## src/rtl/bnn_pkg.sv

```systemverilog
// Shared definitions for the BNN activation path: default widths and the
// activation stream controller state encoding.
package bnn_pkg;

    localparam int unsigned ACT_DATA_W = 16;
    localparam int unsigned ACT_ADDR_W = 7;

    typedef enum logic [1:0] {
        ST_IDLE   = 2'd0,
        ST_LOAD   = 2'd1,
        ST_UNLOAD = 2'd2,
        ST_DRAIN  = 2'd3
    } act_state_e;

endpackage

```

## src/rtl/fifo_2deep.sv

```systemverilog
// Two-entry valid/ready FIFO; the head entry is held stable until it is popped.
module fifo_2deep
    import bnn_pkg::*;
#(
    parameter int unsigned DATA_W = ACT_DATA_W
) (
    input  logic              clk,
    input  logic              rst_n,
    input  logic              in_valid,
    output logic              in_ready,
    input  logic [DATA_W-1:0] in_data,
    output logic              out_valid,
    input  logic              out_ready,
    output logic [DATA_W-1:0] out_data,
    output logic [1:0]        count
);

    logic [DATA_W-1:0] mem [2];
    logic              wr_ptr;
    logic              rd_ptr;
    logic              push;
    logic              pop;

    assign in_ready  = (count != 2'd2);
    assign out_valid = (count != 2'd0);
    assign out_data  = mem[rd_ptr];
    assign push      = in_valid && in_ready;
    assign pop       = out_valid && out_ready;

    always_ff @(posedge clk or negedge rst_n) begin
        if (!rst_n) begin
            wr_ptr <= 1'b0;
            rd_ptr <= 1'b0;
            count  <= 2'd0;
        end else begin
            if (push) wr_ptr <= ~wr_ptr;
            if (pop)  rd_ptr <= ~rd_ptr;
            count <= count + 2'(push) - 2'(pop);
        end
    end

    // Storage needs no reset: contents are only observed while count is non-zero.
    always_ff @(posedge clk) begin
        if (push) mem[wr_ptr] <= in_data;
    end

endmodule

```

## src/rtl/act_stream_ctrl.sv

```systemverilog
// Moves activation words between the host streams and the activation RAM ports.
// Unload reads are credit-limited so the 2-entry FIFO absorbs any backpressure.
module act_stream_ctrl
    import bnn_pkg::*;
#(
    parameter int unsigned DATA_W = ACT_DATA_W,
    parameter int unsigned ADDR_W = ACT_ADDR_W
) (
    input  logic              clk,
    input  logic              rst_n,
    input  logic              start_load,
    input  logic              start_unload,
    input  logic [ADDR_W-1:0] base_addr,
    input  logic [ADDR_W:0]   num_words,
    input  logic [DATA_W-1:0] in_data,
    input  logic              in_valid,
    output logic              in_ready,
    output logic [DATA_W-1:0] out_data,
    output logic              out_valid,
    input  logic              out_ready,
    output logic [ADDR_W-1:0] act_addr_wr,
    output logic [DATA_W-1:0] act_data_wr,
    output logic [DATA_W-1:0] act_enb_wr,
    output logic [ADDR_W-1:0] act_addr_rd,
    input  logic [DATA_W-1:0] act_data_rd,
    output logic              idle,
    output logic              done
);

    localparam int unsigned CNT_W = ADDR_W + 1;

    act_state_e        state;
    logic [ADDR_W-1:0] wr_addr;
    logic [ADDR_W-1:0] rd_addr;
    logic [CNT_W-1:0]  wr_left;
    logic [CNT_W-1:0]  rd_left;
    logic              rd_pend;
    logic              rd_issue;
    logic              in_beat;
    logic              fifo_in_ready;
    logic              fifo_pop;
    logic [1:0]        fifo_count;
    logic [1:0]        occ_next;

    assign idle        = (state == ST_IDLE);
    assign in_ready    = (state == ST_LOAD);
    assign in_beat     = in_valid && in_ready;
    assign act_addr_wr = wr_addr;
    assign act_data_wr = in_data;
    assign act_enb_wr  = {DATA_W{in_beat}};
    assign fifo_pop    = out_valid && out_ready;
    // Occupancy the FIFO will need to absorb if no new read is issued this cycle.
    assign occ_next    = fifo_count + 2'(rd_pend) - 2'(fifo_pop);

    // The first unload read is issued in the accepting cycle to keep the 2-cycle latency.
    always_comb begin
        rd_issue    = 1'b0;
        act_addr_rd = rd_addr;
        case (state)
            ST_IDLE: begin
                if (start_unload && !start_load && (num_words != '0)) begin
                    rd_issue    = 1'b1;
                    act_addr_rd = base_addr;
                end
            end
            ST_UNLOAD: rd_issue = (occ_next < 2'd2);
            default: ;
        endcase
    end

    always_ff @(posedge clk or negedge rst_n) begin
        if (!rst_n) begin
            state   <= ST_IDLE;
            wr_addr <= '0;
            rd_addr <= '0;
            wr_left <= '0;
            rd_left <= '0;
            rd_pend <= 1'b0;
            done    <= 1'b0;
        end else begin
            done    <= 1'b0;
            rd_pend <= rd_issue;
            case (state)
                ST_IDLE: begin
                    if (start_load || start_unload) begin
                        if (num_words == '0) begin
                            done <= 1'b1;
                        end else if (start_load) begin
                            state   <= ST_LOAD;
                            wr_addr <= base_addr;
                            wr_left <= num_words;
                        end else begin
                            state   <= (num_words == CNT_W'(1)) ? ST_DRAIN : ST_UNLOAD;
                            rd_addr <= base_addr + ADDR_W'(1);
                            rd_left <= num_words - CNT_W'(1);
                        end
                    end
                end
                ST_LOAD: begin
                    if (in_beat) begin
                        wr_addr <= wr_addr + ADDR_W'(1);
                        wr_left <= wr_left - CNT_W'(1);
                        if (wr_left == CNT_W'(1)) begin
                            state <= ST_IDLE;
                            done  <= 1'b1;
                        end
                    end
                end
                ST_UNLOAD: begin
                    if (rd_issue) begin
                        rd_addr <= rd_addr + ADDR_W'(1);
                        rd_left <= rd_left - CNT_W'(1);
                        if (rd_left == CNT_W'(1)) state <= ST_DRAIN;
                    end
                end
                ST_DRAIN: begin
                    if (!out_valid && !rd_pend) begin
                        state <= ST_IDLE;
                        done  <= 1'b1;
                    end
                end
                default: state <= ST_IDLE;
            endcase
        end
    end

    fifo_2deep #(
        .DATA_W (DATA_W)
    ) u_fifo (
        .clk       (clk),
        .rst_n     (rst_n),
        .in_valid  (rd_pend && fifo_in_ready),
        .in_ready  (fifo_in_ready),
        .in_data   (act_data_rd),
        .out_valid (out_valid),
        .out_ready (out_ready),
        .out_data  (out_data),
        .count     (fifo_count)
    );

endmodule

```

## config.mk

```make
export PLATFORM = sky130hd
export DESIGN_NAME = act_stream_ctrl
export DESIGN_NICKNAME = d
export VERILOG_FILES = /design/src/rtl/bnn_pkg.sv /design/src/rtl/fifo_2deep.sv /design/src/rtl/act_stream_ctrl.sv
export SDC_FILE = /design/constraint.sdc
export NUM_CORES = 1
export LEC_CHECK = 0
export CAP_MARGIN = 10
export CORE_MARGIN = 3
export CORE_UTILIZATION = 34
export DETAILED_ROUTE_END_ITERATION = 6
export SYNTH_ARGS = -nofsm -noshare
export SYNTH_HDL_FRONTEND = slang
export SYNTH_HIERARCHICAL = 1
export SYNTH_SLANG_ARGS = --single-unit
```

## constraint.sdc

```tcl
create_clock -name clk -period 5.8 [get_ports clk]
set_clock_uncertainty 0.05 [all_clocks]
set_input_delay 1.74 -clock clk [delete_from_list [all_inputs] [get_ports clk]]
set_output_delay 1.74 -clock clk [all_outputs]
set_load 0.03 [all_outputs]
```

# After elaboration in Yosys (flattened, before gate mapping)
# Memory sizes are Yosys's and may differ from the RTL's.
# Cells that the tools add are included.
# W data, S select, Z words.
# totals
reg_bits	38
latchBits	0
ramBits	32
rom_bits	0
in_bits	53
out_inout_bits	66
word_cells	102
n_memories	1
# op_classes
add_sub_neg	10
multipliers	0
div_mod_pow	0
magnitude_cmp	1
eq_ne	16
shift	0
muxes	42
bitwise	2
n_reduce_logical	20
# memory_table
name	words	word_bits	read_ports	rd_clocked_by_memory_dff	write_ports	line_no	rtl
u_fifo.mem	2	16	1	0	1	fifo_2deep.sv:18	logic [DATA_W-1:0] mem [2];
# ops
op	count
$mux W7	10
$mux W8	8
$pmux W8 S2	2
$pmux W7 S2	2
$eq A8 B1 Y1 const B	3
$sub A8 B1 Y8 const B	3
$add A7 B1 Y7 const B	3
$mux W2	8
$ne A2 B2 Y1 const B	7
$reduce_and A5 Y1	2
$mux W1	9
$logic_not A8 Y1	1
$pmux W2 S4	1
$reduce_bool A8 Y1	1
$logic_and A1 B1 Y1	7
$reduce_and A7 Y1	1
$ne A2 B1 Y1 const B	3
$reduce_bool A2 Y1	3
$add A2 B1 Y2	2
$eq A2 B2 Y1 const B	2
$sub A2 B1 Y2	2
$logic_not A1 Y1	3
$pmux W1 S3	1
$eq A2 B1 Y1 const B	1
5 further kinds	6

# Logic depth before layout (Yosys ltp)
# Gate-level depths: netlist of run 1.
# depth
depth_word	7
mapped_depth	12
mapped_depth_nobuf	9

# Modules after synthesis
# Netlist of run 1, hierarchy kept.
# modules_own_cells
module	n_inst	cells_per_inst	area_per_inst_um2	seq_area_each_um2
act_stream_ctrl	1	342	2752.6	850.8
fifo_2deep	1	72	1383.8	1061.0

# Worst setup path before layout of run 1
# No wires, ideal clock.
# synth_timing
kind	input to output
from	in num_words[0]
to	out act_addr_rd[6]
arrival_time_ns	3.319
t_required_ns	4.010
slack_ns	0.691
stages	6
path_buffers	1
path_cell_list	inv_1 > ha_1 > or3b_1 > o2111ai_2 > buf_2 > o21ai_0
# synth_between
elab_chain_len	4
# synth_rtl
item	line_no	rtl
start: declaration	act_stream_ctrl.sv:14	input logic [ADDR_W:0] num_words,
$reduce_bool A8 Y1	act_stream_ctrl.sv:61	if (start_unload && !start_load && (num_words != '0)) begin
$logic_and A1 B1 Y1	act_stream_ctrl.sv:61	
$mux W7	act_stream_ctrl.sv:61	
$mux W7	act_stream_ctrl.sv:59	case (state)
end: declaration	act_stream_ctrl.sv:24	output logic [ADDR_W-1:0] act_addr_rd,
# Every way passes these cells.

# Worst setup path after layout of run 1
# layout_timing
from	in num_words[0]
to	out act_addr_rd[1]
# The elaborated chain is that of the path after synthesis.

==> results of run 1 <==
==> worst max-delay path, stage by stage <==
cell,delay (ns)
sky130_fd_sc_hd__clkdlybuf4s50_1,0.47
sky130_fd_sc_hd__inv_1,0.11
sky130_fd_sc_hd__ha_1,0.17
sky130_fd_sc_hd__or3b_1,0.40
sky130_fd_sc_hd__o2111ai_2,0.25
sky130_fd_sc_hd__buf_12,0.17
sky130_fd_sc_hd__mux2_2,0.33
sky130_fd_sc_hd__clkdlybuf4s15_2,0.28
==> cell families after synthesis <==
group	Yosys count	synth area share, %
and+or+nand+nor	135	16.7
buffers and inverters	62	9.17
adders and majority gates	10	3.02
muxes	27	7.23
DFF	70	46.2
xor gates and xnor gates	10	2.12
AOI/OAI and AO/OA	100	15.5
==> cell usage in the layout, fill, tap and decap left out, types with 6 or more instances in the layout <==
| master | Yosys | routed |
|---|---|---|
| sky130_fd_sc_hd__a21oi_1 | 32 | 32 |
| sky130_fd_sc_hd__clkdlybuf4s15_2 | 0 | 6 |
| sky130_fd_sc_hd__nor3_1 | 14 | 14 |
| sky130_fd_sc_hd__and3_1 | 9 | 9 |
| sky130_fd_sc_hd__clkdlybuf4s50_1 | 0 | 78 |
| sky130_fd_sc_hd__nand2b_1 | 7 | 7 |
| sky130_fd_sc_hd__mux2_2 | 23 | 23 |
| sky130_fd_sc_hd__nand2_1 | 34 | 34 |
| sky130_fd_sc_hd__nand3_1 | 14 | 14 |
| sky130_fd_sc_hd__o21ai_0 | 24 | 24 |
| sky130_fd_sc_hd__xnor2_1 | 7 | 7 |
| sky130_fd_sc_hd__o22ai_1 | 6 | 6 |
| sky130_fd_sc_hd__dfrtp_1 | 38 | 38 |
| sky130_fd_sc_hd__clkbuf_16 | 0 | 9 |
| sky130_fd_sc_hd__nor2_1 | 28 | 28 |
| sky130_fd_sc_hd__ha_1 | 10 | 10 |
| sky130_fd_sc_hd__buf_4 | 32 | 16 |
| sky130_fd_sc_hd__inv_1 | 10 | 10 |
| sky130_fd_sc_hd__edfxtp_1 | 32 | 32 |
==> per-stage QoR <==
stage | utilization, % | cells | setup slack, ns
after global routing | 45.2 | 624 | 0.00378
after CTS | 45.2 | 624 | 0.0399
after floorplan | - | 414 | 0.691
after detailed placement | 42.6 | 608 | -0.267
final | 45.2 | 624 | 0.0954
after global placement | 42.6 | 608 | -0.231
==> registers in the layout, indices dropped and copies added (netlist names) <==
signal         flops
act_addr_wr        7
done               1
rd_addr            7
rd_left            8
rd_pend            1
state              2
u_fifo/count       2
u_fifo/mem        32
u_fifo/rd_ptr      1
u_fifo/wr_ptr      1
wr_left            8
==> repair_timing <==
action	4_1_cts	5_1_grt
pin swaps	0	1
setup endpoints to repair	6	6
hold buffers	0	0
hold endpoints to repair	0	0
gates resized for setup	18	0
==> worst min path at each step <==
stage                     slack [ns]                      start                        end  depth (start not counted)
after floorplan                 0.41  u_fifo/wr_ptr$_DFFE_PN0P_  u_fifo/wr_ptr$_DFFE_PN0P_                          1
after global placement          0.43  u_fifo/wr_ptr$_DFFE_PN0P_  u_fifo/wr_ptr$_DFFE_PN0P_                          1
after detailed placement        0.44  u_fifo/wr_ptr$_DFFE_PN0P_  u_fifo/wr_ptr$_DFFE_PN0P_                          1
after CTS                       0.45  u_fifo/wr_ptr$_DFFE_PN0P_  u_fifo/wr_ptr$_DFFE_PN0P_                          1
after global routing            0.46  u_fifo/wr_ptr$_DFFE_PN0P_  u_fifo/wr_ptr$_DFFE_PN0P_                          1
final                           0.44  u_fifo/wr_ptr$_DFFE_PN0P_  u_fifo/wr_ptr$_DFFE_PN0P_                          1
==> power by group through the flow <==
| stage | Sequential [W] | Clock, W | Combinational (W) |
|---|---|---|---|
| 5_1_grt | 0.000941 | 0.000593 | 0.00156 |
| 3_5_place_dp | 0.000918 | 0 | 0.00143 |
| 3_3_place_gp | 0.000912 | 0 | 0.00141 |
| 2_1_floorplan | 0.000879 | 0 | 0.00107 |
| 6_report | 0.000912 | 0.000557 | 0.00142 |
| 4_1_cts | 0.000912 | 0.000568 | 0.00143 |
==> area by class of cell <==
class	count	area, µm²	share of cell area (%)
well taps	143	179	3.39
flip-flops and latches	70	1910	36.3
clock buffers	10	229	4.34
inverters	11	41.3	0.783
clock inverters	6	71.3	1.35
repair buffers	102	993	18.8
multi-input cells	282	1850	35.0
==> layer usage <==
metal / GRT usage [%] / part of all wire, % / vias to the layer above
met5: 0 / 0 / -
met4: 4.25 / 0.86 / 0
met3: 5.34 / 8.2 / 9
met2: 24.6 / 46 / 143
met1: 19.7 / 45 / 1571
li1: - / - / 1595
==> flow_summary.rst, run 1 <==
.. list-table::
   :header-rows: 1

   * - Metric
     - Value
   * - Total negative setup slack
     - 0 ns
   * - Max-cap violations
     - 0
   * - Post-route DRC violation count
     - 0
   * - Cell types occupying the most area after synthesis
     - sky130_fd_sc_hd__edfxtp_1, sky130_fd_sc_hd__dfrtp_1, sky130_fd_sc_hd__mux2_2
   * - Share of the synthesized area in the top cell type
     - 23.2%
   * - Number of H-tree levels
     - 3
   * - Pre-antenna DRT Iters
     - 4
   * - Lkg Pwr
     - 2.01 nW
   * - Slew at the pin closest to its max-slew limit
     - between 0.9 and 1 ns
   * - TritonCTS buffer count
     - 9
   * - Layout Area Growth over Synthesis
     - 27.5%
   * - Overall Global Routing Usage
     - between 10% and 20%
   * - Sort of element at the end of the critical path
     - primary output
   * - Synthesized area
     - 4140 µm²
   * - Placement-stage cell area
     - 4970 µm²
   * - Initial cell density of the core
     - 35.5%
   * - Setup violations, final
     - 0
   * - Number of register bits inferred by synthesis
     - 70
   * - Root buffer selected by CTS
     - sky130_fd_sc_hd__clkbuf_16
   * - Run status
     - finished clean
   * - Filler Cells Inserted
     - between 1000 and 1500
   * - Internal Pwr Total
     - 0.00165 W
   * - Peak supply drop
     - 0.233 mV
   * - Number of antenna violations at the first check in global routing
     - 0
   * - Via count of the first global-routing pass
     - 3309
   * - Post-synth top flop
     - sky130_fd_sc_hd__dfrtp_1
   * - Post-detailed-route wirelength per cell
     - approximately 16 µm
   * - Rel. slew slack
     - 36.3%
   * - Share of final-layout standard cells stronger than drive strength 1
     - 15.4%
   * - Reg2Reg Launch Point
     - state[0]$_DFFE_PN0P_
   * - Clock-pin slew on the worst setup and hold paths
     - 0.06 ns
   * - Number of flops mapped to enable cells by yosys
     - 32
   * - Number of cell rows
     - 39
   * - Aggregate routed wire length
     - 10.1 mm
   * - Final count of pins violating max slew
     - 0
   * - Wire length of the first global-routing pass
     - 16.5 mm
   * - Count of input and output buffers
     - 86
   * - Crit path kind
     - in -> out
   * - Class of the tightest hold or removal check
     - reg -> reg
   * - Number of hold violations in the final report
     - 0
   * - Cell count after synthesis
     - 414
   * - Critical-path maximum fanout
     - 10
   * - Library cell with the highest instance count after synthesis
     - sky130_fd_sc_hd__dfrtp_1
   * - Post-Synthesis Net Count
     - roughly 480
   * - Postcts setup bufs
     - 0
   * - Largest net degree at the start of global routing
     - 39
   * - Yosys warning total
     - 6
   * - Worst Reg2Reg Path Length in Cells
     - 9
   * - Sequential area share after synthesis
     - 46.2%
   * - Highest achievable clock rate
     - 175 MHz
   * - Cell Pwr Density
     - 548 nW/µm²
   * - Antenna violation net count after detailed routing
     - 0
   * - Residual overflow from global routing
     - 0
   * - Logic pwr share
     - 49.2%
   * - Final critical-path share of the clock period
     - 98.4%
   * - Detailed-route via count
     - 3318
   * - Clock group share of total power
     - between 10% and 20%
   * - DIE AREA
     - approximately 14000 µm²
   * - Vias per Instance
     - 5.32
   * - Detailed placer's ending HPWL
     - 7.06 mm
   * - Antenna Cells
     - 0
   * - Commonest cells in the netlist
     - sky130_fd_sc_hd__dfrtp_1, sky130_fd_sc_hd__nand2_1, sky130_fd_sc_hd__a21oi_1, sky130_fd_sc_hd__buf_4, sky130_fd_sc_hd__edfxtp_1
   * - Die Width
     - 116 µm
   * - Critical path capture point
     - act_addr_rd[1]
   * - Asr flop ratio synth
     - 54.3%
   * - Mean instance size in the synthesized netlist
     - 9.99 µm²
   * - Placeable core region
     - 11700 µm²
   * - Critical path arrival
     - about 4 ns
   * - Number of I/O pins
     - 119
   * - Capture instance of the worst register-to-register path
     - rd_addr[6]$_DFFE_PN0P_
   * - Design area
     - 5270 µm²
   * - Maximum count of clock buffers along a single path
     - 2
   * - Distinct cell type count of the synthesized netlist
     - just over 60
   * - Time the final worst path needs with I/O delays and setup
     - between 5 and 6 ns
   * - Critical path launch point
     - num_words[0]
   * - Iteration-0 DRC Markers
     - 240
   * - CTS tree
     - done
   * - Clock sink count
     - 70
   * - Required time at the endpoint of the critical path
     - approximately 4.0 ns
   * - Switching portion of total power
     - 42.8%
   * - Skew-Pair Late Insertion Delay
     - 0.33 ns
   * - Layout Nets
     - 539
   * - Sequential Power Share
     - 31.5%
   * - Power, Total
     - slightly below 0.003 W
   * - Type of element launching the critical path
     - input pin
   * - Setup repair after global routing missed its margin
     - false
   * - Reg-to-reg slack, setup
     - 2.67 ns
   * - Die height
     - 116 µm
   * - Net Switching
     - 0.00124 W
   * - Yosys top cell by area
     - sky130_fd_sc_hd__edfxtp_1
   * - Worst hold-check slack
     - 0.444 ns
   * - Final RePlAce weighted congestion
     - 0.843
(Power assumes the default switching activity.)
==> inputs of run 2 (changes only) <==
--- a/config.mk
+++ b/config.mk
@@ -6,9 +6,9 @@
 export NUM_CORES = 1
 export LEC_CHECK = 0
 export CAP_MARGIN = 10
-export CORE_MARGIN = 3
 export CORE_UTILIZATION = 34
 export DETAILED_ROUTE_END_ITERATION = 6
+export GPL_ROUTABILITY_DRIVEN = 0
 export SYNTH_ARGS = -nofsm -noshare
 export SYNTH_HDL_FRONTEND = slang
 export SYNTH_HIERARCHICAL = 1
==> run 2 against run 1 <==
The flow now finishes with violations (design-rule violations). Via count rose by 0.42%. Sequential cell count stayed put. Fmax is 0.33% higher. Utilization fell by 0.10 points. First-iteration DRC count decreased by 28%. Final cell count rose by 0.16%. Critical path depth stayed put. Non-clock buffer count grew 1. Combinational power barely moved. Register-to-register slack better by 0.02 ns. Critical path type unchanged. Largest cell class unchanged.
==> flow_summary.rst, run 2 (same netlist as run 1, synthesis figures left out) <==
.. list-table::
   :header-rows: 1

   * - Metric
     - Value
   * - Critical path arrival
     - 3.90 ns (about the same)
   * - Number of I/O pins
     - 119 (unchanged)
   * - Slew at the pin closest to its max-slew limit
     - 0.935 ns (-0.0203 ns)
   * - Die height
     - 112 µm (-3.4%)
   * - Wire length of the first global-routing pass
     - 16.0 mm (-2.7%)
   * - Lkg Pwr
     - 1.99 nW (-0.76%)
   * - Filler Cells Inserted
     - 1095 (-0.64%)
   * - Clock sink count
     - 70 (unchanged)
   * - Residual overflow from global routing
     - 0 (unchanged)
   * - Sort of element at the end of the critical path
     - primary output
   * - Postcts setup bufs
     - 0 (unchanged)
   * - Run status
     - complete, but fails checks
   * - Class of the tightest hold or removal check
     - reg -> reg
   * - Setup repair after global routing missed its margin
     - false
   * - Hold-fix buffers, CTS
     - 0 (unchanged)
   * - Rel. slew slack
     - 37.6% (+1.4 points)
   * - Pre-antenna DRT Iters
     - 6 (+2)
   * - Clock group share of total power
     - 18.0% (-1.3 points)
   * - Count of input and output buffers
     - 86 (unchanged)
   * - Post-detailed-route wirelength per cell
     - 16.0 µm (-1.1%)
   * - Top flop regs
     - u_fifo/mem: 32 flops, rd_left: 8 flops, wr_left: 8 flops
   * - Number of cell rows
     - 39 (unchanged)
   * - Iteration-0 DRC Markers
     - 172 (-28%)
   * - Overall Global Routing Usage
     - 16.0% (+0.62 points)
   * - Skew-Pair Late Insertion Delay
     - 0.33 ns (about the same)
   * - Number of H-tree levels
     - 3 (unchanged)
   * - CTS tree
     - done
   * - Max-cap violations
     - 0 (unchanged)
   * - Highest achievable clock rate
     - 176 MHz (+0.33%)
   * - Time the final worst path needs with I/O delays and setup
     - 5.69 ns (-0.0188 ns)
   * - Crit path kind
     - in -> out
   * - Number of antenna violations at the first check in global routing
     - 0 (unchanged)
   * - DIE AREA
     - 12600 µm² (-6.8%)
   * - Vias per Instance
     - 5.33 (+0.26%)
   * - Cells along the critical path
     - clkdlybuf4s50_1 > inv_1 > ha_1 > or3b_1 > o2111ai_2 > buf_6 > mux2_2 > clkdlybuf4s15_2
   * - Footprint of the multi-input gates
     - 1850 µm² (unchanged)
   * - Largest Register
     - u_fifo/mem
   * - Final count of pins violating max slew
     - 0 (unchanged)
   * - Most common library cell in the layout ignoring fill and taps
     - sky130_fd_sc_hd__clkdlybuf4s50_1
   * - Combined flip-flop and latch cell area
     - 1910 µm² (unchanged)
   * - Flip-flop count of the largest register, all copies and words added
     - 32 (unchanged)
   * - Sequential Power Share
     - 32.0% (+0.5 points)
   * - TritonCTS buffer count
     - 9 (unchanged)
   * - Setup violations, final
     - 0 (unchanged)
   * - Via count of the first global-routing pass
     - 3176 (-4.0%)
   * - Type of element launching the critical path
     - input pin
   * - Largest net degree at the start of global routing
     - 39 (unchanged)
   * - Layout Nets
     - 540 (+0.19%)
   * - Logic pwr share
     - 49.9% (+0.7 points)
   * - Critical-path maximum fanout
     - 8 (-2)
   * - Violated checks
     - design-rule violations
   * - Internal Pwr Total
     - 0.00160 W (-2.9%)
   * - Layout Area Growth over Synthesis
     - 26.7%
   * - Peak supply drop
     - 0.316 mV (+36%)
   * - Cell Pwr Density
     - 544 nW/µm² (-0.81%)
   * - Antenna violation net count after detailed routing
     - 0 (unchanged)
   * - Setup ws final
     - 0.114 ns (+0.0188 ns)
   * - Maximum single-stage delay on the critical path
     - 0.47 ns (about the same)
   * - Required time at the endpoint of the critical path
     - 4.01 ns (about the same)
   * - Detailed-route via count
     - 3332 (+0.42%)
   * - Net Switching
     - 0.00124 W (+0.54%)
   * - Setup Slack @ Placement
     - -0.269 ns (-0.00164 ns)
   * - Detailed placer's ending HPWL
     - 6.87 mm (-2.6%)
   * - Post-route DRC violation count
     - 8 (+8)
   * - Antenna Cells
     - 0 (unchanged)
   * - Switching portion of total power
     - 43.7% (+0.86 points)
   * - Maximum count of clock buffers along a single path
     - 2 (unchanged)
   * - Initial cell density of the core
     - 35.6% (+0.15 points)
   * - Clock-pin slew on the worst setup and hold paths
     - 0.06 ns (about the same)
   * - Number of hold violations in the final report
     - 0 (unchanged)
   * - Die Width
     - 112 µm (-3.4%)
   * - Critical-path cell with the highest stage delay
     - sky130_fd_sc_hd__clkdlybuf4s50_1
   * - Share of final-layout standard cells stronger than drive strength 1
     - 15.6% (+0.18 points)
   * - Commonest cells after routing, fill and taps aside
     - sky130_fd_sc_hd__clkdlybuf4s50_1, sky130_fd_sc_hd__dfrtp_1, sky130_fd_sc_hd__nand2_1
   * - Total negative setup slack
     - 0 ns (unchanged)
   * - Root buffer selected by CTS
     - sky130_fd_sc_hd__clkbuf_16
   * - Aggregate routed wire length
     - 10.0 mm (-0.95%)
   * - Placeable core region
     - 11600 µm² (-0.42%)
   * - Final critical-path share of the clock period
     - 98.0% (-0.32 points)
run 2: final timing paths:
check                                           from                          to  slack [ns]  cells after the start
setup / recovery                        num_words[0]              act_addr_rd[5]        0.11                      8
hold / removal             u_fifo/wr_ptr$_DFFE_PN0P_   u_fifo/wr_ptr$_DFFE_PN0P_        0.44                      1
setup reg to reg                state[0]$_DFFE_PN0P_      rd_addr[6]$_DFFE_PN0P_        2.69                      9
hold reg to reg            u_fifo/wr_ptr$_DFFE_PN0P_   u_fifo/wr_ptr$_DFFE_PN0P_        0.44                      1
max in group asynchronous                      rst_n      rd_left[5]$_DFFE_PN0P_        3.62                      1
min in group asynchronous                      rst_n  act_addr_wr[6]$_DFFE_PN0P_        1.50                      1
run 2: per-layer routing:
metal	vias to the layer above	part of all wire, %	GRT usage [%]
li1	1600	-	-
met1	1592	45	20.8
met2	125	46	26.2
met3	15	6.8	4.27
met4	0	1.4	4.53
met5	-	0	0
run 2: layout make-up:
cell class                 instances  share of cell area [%]
inverter                          11                   0.788
timing repair buffer             103                    18.8
clock inverter                     7                   0.931
tap                              143                    3.41
clock buffer                       9                    4.30
multi-input combinational        282                    35.3
sequential                        70                    36.5
run 2: power groups by stage:
stage	combinational, W	clock, W	sequential, W
6_report	0.00142	0.000513	0.000913
3_5_place_dp	0.00143	0	0.000917
2_1_floorplan	0.00107	0	0.000879
3_3_place_gp	0.00141	0	0.000911
4_1_cts	0.00144	0.000530	0.000911
5_1_grt	0.00155	0.000549	0.000943
run 2: what timing repair did:
item	CTS	global route
hold endpoints to repair	0	0
endpoints found under the setup margin	6	6
resized for setup	18	3
run 2: worst max-delay path, delay by kind of cell:
family                   cells  cell delay, ns
AND/OR/NAND/NOR              1            0.39
adder cells (fa/ha/maj)      1            0.17
buffers and inverters        4            1.02
multiplexers                 1            0.33
AO/OA/AOI/OAI                1            0.24
run 2: stage by stage:
step | cell area (µm²) | std cells | hold slack [ns] | utilization (%) | power [W]
floorplan | 4140 | 414 | 0.410 | - | 0.00195
CTS | 5240 | 625 | 0.442 | 45.1 | 0.00288
global placement | 4960 | 609 | 0.429 | 42.7 | 0.00232
finish | 5240 | 625 | 0.441 | 45.1 | 0.00285
detailed placement | 4960 | 609 | 0.430 | 42.7 | 0.00235
global route | 5240 | 625 | 0.480 | 45.1 | 0.00304
